$ cat config.mk
export PLATFORM = sky130hd
export DESIGN_NAME = sdf_butterfly
export DESIGN_NICKNAME = d
export VERILOG_FILES = /design/src/rtl/fft_pkg.sv /design/src/rtl/sdf_delay_line.sv /design/src/rtl/sdf_butterfly.sv
export SDC_FILE = /design/constraint.sdc
export NUM_CORES = 1
export LEC_CHECK = 0
export ABC_AREA = 1
export BUFFER_PORTS_ARGS = -buffer_cell sky130_fd_sc_hd__buf_4
export CELL_PAD_IN_SITES_DETAIL_PLACEMENT = 1
export CELL_PAD_IN_SITES_GLOBAL_PLACEMENT = 2
export CORE_MARGIN = 10
export CORE_UTILIZATION = 34
export CTS_CLUSTER_DIAMETER = 120
export CTS_CLUSTER_SIZE = 40
export DETAILED_ROUTE_END_ITERATION = 7
export PLACE_DENSITY_LB_ADDON = 0.1
export SYNTH_ARGS = -nofsm -noshare
export SYNTH_HDL_FRONTEND = slang
export SYNTH_SLANG_ARGS = --single-unit
$ cat constraint.sdc
create_clock -name CLK -period 2.62 [get_ports CLK]
set_input_delay 0.393 -clock CLK [delete_from_list [all_inputs] [get_ports CLK]]
set_output_delay 0.393 -clock CLK [all_outputs]
set_load 0.05 [all_outputs]
$ cat src/rtl/fft_pkg.sv
// Shared definitions for the voice FFT pipeline: widths, twiddle constants,
// butterfly phase encoding and the sum/difference scaling helper.
package fft_pkg;

  localparam int DW = 33;
  localparam int TW = 2;

  typedef struct packed {
    logic signed [TW-1:0] re;
    logic signed [TW-1:0] im;
  } tw_t;

  localparam tw_t W_ONE = '{re: 2'sb01, im: 2'sb00};
  localparam tw_t W_MJ  = '{re: 2'sb00, im: 2'sb11};

  typedef enum logic {
    PH_FILL = 1'b0,
    PH_BFLY = 1'b1
  } phase_e;

  // x is the full-precision (DW+1)-bit sum/difference; either halve it or wrap it.
  function automatic logic [DW-1:0] bf_scale(input logic [DW:0] x, input logic scale);
    return scale ? x[DW:1] : x[DW-1:0];
  endfunction

endpackage

$ cat src/rtl/sdf_delay_line.sv
// Feedback FIFO of the SDF stage: a DELAY-deep shift register that advances
// (pops head, pushes new word) only when enabled.
module sdf_delay_line #(
  parameter int DELAY = 2,
  parameter int W     = 66
) (
  input  logic         clk_i,
  input  logic         en_i,
  input  logic [W-1:0] push_i,
  output logic [W-1:0] head_o
);

  // Contents are never reset; the butterfly masks them until primed.
  logic [W-1:0] mem_q [DELAY];

  always_ff @(posedge clk_i) begin
    if (en_i) begin
      mem_q[0] <= push_i;
      for (int i = 1; i < DELAY; i++) begin
        mem_q[i] <= mem_q[i-1];
      end
    end
  end

  assign head_o = mem_q[DELAY-1];

endmodule

$ cat src/rtl/sdf_butterfly.sv
// Radix-2 single-path delay-feedback butterfly: streams sums then differences
// of each 2*DELAY frame, tagged with the trivial twiddle (+1 or -j) for the next stage.
module sdf_butterfly
  import fft_pkg::*;
#(
  parameter int DELAY = 2,
  parameter int SCALE = 1
) (
  input  logic                 CLK,
  input  logic                 RST_X,
  input  logic                 IN_VALID,
  input  logic signed [DW-1:0] IN_RE,
  input  logic signed [DW-1:0] IN_IM,
  output logic                 OUT_VALID,
  output logic signed [DW-1:0] OUT_RE,
  output logic signed [DW-1:0] OUT_IM,
  output logic signed [TW-1:0] W_RE,
  output logic signed [TW-1:0] W_IM
);

  localparam int             CW   = $clog2(2*DELAY);
  localparam logic [CW-1:0]  HALF = CW'(DELAY/2);
  localparam logic           SCL  = (SCALE != 0);

  logic [CW-1:0] cnt_q, cnt_d;
  logic          primed_q, primed_d;
  logic          vld_q, vld_d;
  logic [DW-1:0] re_q, re_d, im_q, im_d;
  tw_t           w_q, w_d;

  logic [2*DW-1:0] head, push;
  logic [DW-1:0]   hd_re, hd_im;
  logic [DW:0]     sum_re, sum_im, dif_re, dif_im;
  phase_e          phase;

  assign phase = phase_e'(cnt_q[CW-1]);
  assign hd_re = head[2*DW-1:DW];
  assign hd_im = head[DW-1:0];

  assign sum_re = {hd_re[DW-1], hd_re} + {IN_RE[DW-1], IN_RE};
  assign sum_im = {hd_im[DW-1], hd_im} + {IN_IM[DW-1], IN_IM};
  assign dif_re = {hd_re[DW-1], hd_re} - {IN_RE[DW-1], IN_RE};
  assign dif_im = {hd_im[DW-1], hd_im} - {IN_IM[DW-1], IN_IM};

  // Fill phase stores raw input; butterfly phase feeds back the difference.
  assign push = (phase == PH_BFLY) ? {bf_scale(dif_re, SCL), bf_scale(dif_im, SCL)}
                                   : {IN_RE, IN_IM};

  sdf_delay_line #(
    .DELAY (DELAY),
    .W     (2*DW)
  ) u_dl (
    .clk_i  (CLK),
    .en_i   (IN_VALID),
    .push_i (push),
    .head_o (head)
  );

  always_comb begin
    cnt_d    = cnt_q;
    primed_d = primed_q;
    vld_d    = 1'b0;
    re_d     = re_q;
    im_d     = im_q;
    w_d      = w_q;
    if (IN_VALID) begin
      cnt_d = cnt_q + CW'(1);
      if (phase == PH_FILL) begin
        re_d  = hd_re;
        im_d  = hd_im;
        w_d   = (cnt_q < HALF) ? W_ONE : W_MJ;
        vld_d = primed_q;
      end else begin
        re_d     = bf_scale(sum_re, SCL);
        im_d     = bf_scale(sum_im, SCL);
        w_d      = W_ONE;
        vld_d    = 1'b1;
        primed_d = 1'b1;
      end
    end
  end

  always_ff @(posedge CLK) begin
    if (!RST_X) begin
      cnt_q    <= '0;
      primed_q <= 1'b0;
      vld_q    <= 1'b0;
      re_q     <= '0;
      im_q     <= '0;
      w_q      <= '0;
    end else begin
      cnt_q    <= cnt_d;
      primed_q <= primed_d;
      vld_q    <= vld_d;
      re_q     <= re_d;
      im_q     <= im_d;
      w_q      <= w_d;
    end
  end

  assign OUT_VALID = vld_q;
  assign OUT_RE    = re_q;
  assign OUT_IM    = im_q;
  assign W_RE      = w_q.re;
  assign W_IM      = w_q.im;

endmodule
# After elaboration in Yosys (flattened, before gate mapping)
# Memories as Yosys holds them, arrays and structs flattened.
# Cells that the tools add are included.
word_totals:
  ramBits: 132
  out_inout_bits: 71
  word_cells: 23
  inputBits: 69
  n_memories: 1
  ff_bits: 74
memory_table:
  columns: ["memory", "words", "width", "rd", "rd_clocked_by_memory_dff", "wr", "line", "rtl"]
  rows:
  - ["u_dl.mem_q", 2, 66, 2, 0, 2, "sdf_delay_line.sv:14", "logic [W-1:0] mem_q [DELAY];"]
op_classes:
  add_sub_neg: 5
  magnitude_cmp: 1
  mux: 8
  n_reduce_logical: 1
ops:
  columns: ["operator", "n"]
  rows:
  - ["$add A33 B33 Y34", 2]
  - ["$sub A33 B33 Y34", 2]
  - ["$mux W33", 2]
  - ["$mux W66", 1]
  - ["$mux W3", 2]
  - ["$mux W1", 3]
  - ["$add A2 B1 Y2 const B", 1]
  - ["$lt A2 B1 Y1 const B", 1]
  - ["$reduce_and A2 Y1", 1]

# Logic depth before layout (Yosys ltp)
logic_depth:
  depth_word: 3
  ltp_mapped: 18
  depth_no_buf: 17

# Modules after synthesis
# A second synthesis with hierarchy kept.
hier_totals:
  hier_cells: 2573
  area_unflattened_um2: 17255.3
modules_own_cells:
  columns: ["module", "instances", "area_each_um2", "cells_each", "seq_area_each_um2"]
  rows:
  - ["sdf_butterfly", 1, 12796.0, 2375, 1441.4]
  - ["sdf_delay_line", 1, 4459.3, 198, 3963.8]

# Worst setup path after synthesis
# Ideal clock, no wire load.
synth_timing:
  path_kind: "input to register"
  startpoint: "input port IN_IM[0]"
  endpoint: "memory u_dl.mem_q[0][27] (data pin)"
  t_arrival_ns: 1.920
  slack_ns: 0.433
  required_ns: 2.353
  path_stages: 14
  path_cell_list: "inv_1 nor2_1 inv_1 fa_1 nand3_1 nand2_1 a21oi_1 inv_1 nand2_1 nand2_1 nand3_1 nand3_1 nand3_1 o21ai_0"
synth_lines:
  columns: ["item", "line", "rtl"]
  rows:
  - ["from (decl)", "sdf_butterfly.sv:13", "input logic signed [DW-1:0] IN_IM,"]
  - ["to (decl)", "sdf_delay_line.sv:14", null]

==> impl_metrics.tcl <==
set metrics [dict create \
    status "complete, no violations" \
    critical_path_required_ns 2.87 \
    clkTransAtPathRegs_ns 0.11 \
    synth_cell_type_count 51 \
    rsz0062_at_grt "true" \
    cts_tree "yes" \
    synth_area_per_cell_sq_um 6.70 \
    reg2regPathDepth 11 \
    port_buffers 138 \
    slew_viol_final 0 \
    path_common_cell "nand2_1" \
    fin_crit_ns 2.54 \
    cap_violations 0 \
    antenna_left 0 \
    post-dp-hpwl_mm 58.8 \
    syn_inst 2508 \
    dp.cells 3436 \
    drtPass1Iterations 4 \
    synth_edf_count 132 \
    setup_tns_ns 0 \
    path_cells "ha_1 > nand2_1 > buf_4 > o21ai_2 > a21oi_4 > o21ai_1 > nand2_1 > nand2_1 > nand2_1 > nand3_1 > o21ai_0" \
    synth_area_leaders "edfxtp_1, nand2_1, ha_1" \
    clock_latency_ns 0.56 \
    skew_ns 0.0544 \
    p_leak_uw 0.00981 \
    vdd_drop_max_mv 0.445 \
    async_reset_ff_share_pct 0 \
    r2r_slack_ns 0.08 \
    grt_usage_pct 23.7 \
    grt_pass1_wl_mm 110 \
    nFillCells 6331 \
    core.rowCount 81 \
    htreeDepth 1 \
    yosys.area.top_type "edfxtp_1" \
    grt_pass1_vias 18900 \
    syn-num-nets 2711 \
    cts_sinks 204 \
    synthFlopType "edfxtp_1" \
    diodes 0 \
    wire_per_inst_um 20.9 \
    synth_warnings 0 \
    p_per_area_nw_per_um2 526 \
    routed_via_density 5.12 \
    cpMaxStageDelayCell "edfxtp_1" \
    post-route-period-util_pct 96.9 \
    cts_hold_buffers 0 \
    hold_path_class "in2reg" \
    seq_area_sq_um 5410 \
    final_layout_size_suffix_gt1_share_pct 19.2 \
    die_w_um 242 \
    cp.arrival_ns 2.79 \
    io_pins 140 \
    die_y_um 242 \
    grt_antenna_before_repair 0 \
    drt_wl_total_mm 72.8 \
    worstSetupStartpoint "u_dl.mem_q[0][70]$_DFFE_PP_" \
    synth_top_area_share_pct 23.6 \
    synth-seq-cells 204 \
    finalHoldViolations 0 \
    grt_max_degree 112 \
    die_area_sq_um 58700 \
    synth_seq_area_share_pct 32.2 \
    max-slew-margin-rel_pct 43.3 \
    r2r_start "u_dl.mem_q[0][70]$_DFFE_PP_" \
    worst_pin_slew_ns 0.851 \
    gp_congestion 0.968 \
    grt_overflow 0 \
    cp-endpoint "u_dl.mem_q[0][29]$_DFFE_PP_" \
    start_util_pct 34.3 \
    hold_ws_ns 0.146 \
    cp_max_fo 4 \
    placed_cell_area_sq_um 20000 \
    cp-end-kind "flip-flop" \
    vias 17800 \
    numCtsBuffers 15 \
    root_buffer "clkbuf_16" \
    nNetsFinal 3012 \
    drt_iter0_markers 843 \
    synth_most_common_cell "nand2_1" \
    path_class "reg2reg" \
    syn2layout_area_growth_pct 25.7 \
    syn_area_sq_um 16800 \
    ys_top_cells_by_count "nand2_1, nor2_1, inv_1" \
    cts_buffer_depth 3 \
    critical_path.max_stage_delay_ns 0.44 \
    multi_input_area_sq_um 10200 \
    reg2reg_to "u_dl.mem_q[0][29]$_DFFE_PP_" \
    fp.coreArea_sq_um 49000 \
    stdcell_count 3482 \
    fmax_mhz 394 \
    drc 0 \
    crit_path_start_kind "flip-flop" \
    setup_viol 0 \
    design_area_sq_um 21100 \
]
## placed cells by master, fill, tap and decap left out, drive strengths merged
master / synthesis / layout
nand2: 646 / 646
buf: 45 / 378
nor2: 345 / 345
inv: 325 / 332
a21oi: 237 / 237
o21ai: 171 / 171
nand3: 159 / 159
edfxtp: 132 / 132
ha: 130 / 130
dfxtp: 72 / 72
xor2: 38 / 38
nor3: 36 / 36
o21bai: 23 / 23
nand4: 23 / 23
clkbuf: 49 / 16
o21a: 10 / 10
o22ai: 10 / 10
a31oi: 9 / 9
o211ai: 9 / 9
nor4: 6 / 6
o221ai: 5 / 5
a21boi: 5 / 5
clkinv: 2 / 5
and2: 4 / 4
fa: 4 / 4
a21o: 2 / 2
o2111ai: 2 / 2
nand3b: 2 / 2
or2: 2 / 2
and3: 1 / 1
nor4b: 1 / 1
a211oi: 1 / 1
xnor2: 1 / 1
conb: 1 / 1
## worst min-delay path by stage
stage | start | end | slack (ns) | depth (start not counted)
final | IN_RE[10] | u_dl.mem_q[0][43]$_DFFE_PP_ | 0.15 | 3
after global routing | IN_RE[7] | u_dl.mem_q[0][40]$_DFFE_PP_ | 0.14 | 3
after CTS | IN_RE[9] | u_dl.mem_q[0][42]$_DFFE_PP_ | 0.12 | 3
after detailed placement | u_dl.mem_q[0][60]$_DFFE_PP_ | u_dl.mem_q[0][126]$_DFFE_PP_ | 0.41 | 0
after global placement | u_dl.mem_q[0][48]$_DFFE_PP_ | u_dl.mem_q[0][114]$_DFFE_PP_ | 0.40 | 0
after floorplan | u_dl.mem_q[0][34]$_DFFE_PP_ | u_dl.mem_q[0][100]$_DFFE_PP_ | 0.40 | 0
## critical path, delay by kind of cell, from the launching register on
family | cells | cell delay [ns]
adder cells (fa/ha/maj) | 1 | 0.37
flip-flops | 1 | 0.44
AND/OR/NAND/NOR | 5 | 0.52
AO/OA/AOI/OAI | 4 | 0.76
buffers and inverters | 1 | 0.15
## routing by layer
layer | up-vias | share of wire [%] | GRT usage, %
li1 | 8771 | - | -
met1 | 8660 | 43 | 28.8
met2 | 289 | 51 | 43.5
met3 | 94 | 2.9 | 1.93
met4 | 0 | 3.2 | 7.27
met5 | - | 0 | 0
## logic make-up (layout without fill, tap and decap cells)
group                      Yosys count  in the layout  synth area share, %
AOI/OAI and AO/OA                  484            484                 15.8
xor gates and xnor gates            39             39                 2.03
DFF                                204            204                 32.2
buffers and inverters              421            731                 9.99
other                                1              1               0.0223
adders and majority gates          134            134                 10.2
and+or+nand+nor                   1225           1225                 29.9
## through the flow
step	power, uW	setup slack [ns]	utilization (%)
2_1_floorplan	6480	0.433	-
3_3_place_gp	8270	-0.181	40.8
3_5_place_dp	8350	-0.214	40.8
4_1_cts	11000	0.00137	42.0
5_1_grt	11800	-0.0531	43.2
6_report	11100	0.0812	43.2
## what timing repair did
item	CTS	global route
resized for setup	17	98
endpoints found under the setup margin	12	68
setup buffers	2	18
pin swaps	1	4
## power breakdown
group	switching (uW)	internal (uW)	total, uW
clock network	1460	1140	2600
registers	183	3750	3930
logic	2940	1640	4590
total	4590	6530	11100
## cell type report
class,instances,share of cell area (%)
Clock buffer,16,1.79
Clock inverter,10,0.568
Inverter,327,5.82
Multi-Input combinational cell,1883,48.4
Sequential cell,204,25.6
Tap cell,664,3.93
Timing Repair Buffer,378,13.9
## registers in the layout (all words and copies together), names as in the netlist
| name | cells |
|---|---|
| W_IM | 1 |
| OUT_RE | 33 |
| W_RE | 1 |
| OUT_IM | 33 |
| OUT_VALID | 1 |
| primed_q | 1 |
| cnt_q | 2 |
| u_dl.mem_q | 132 |
(Power assumes the default switching activity.)
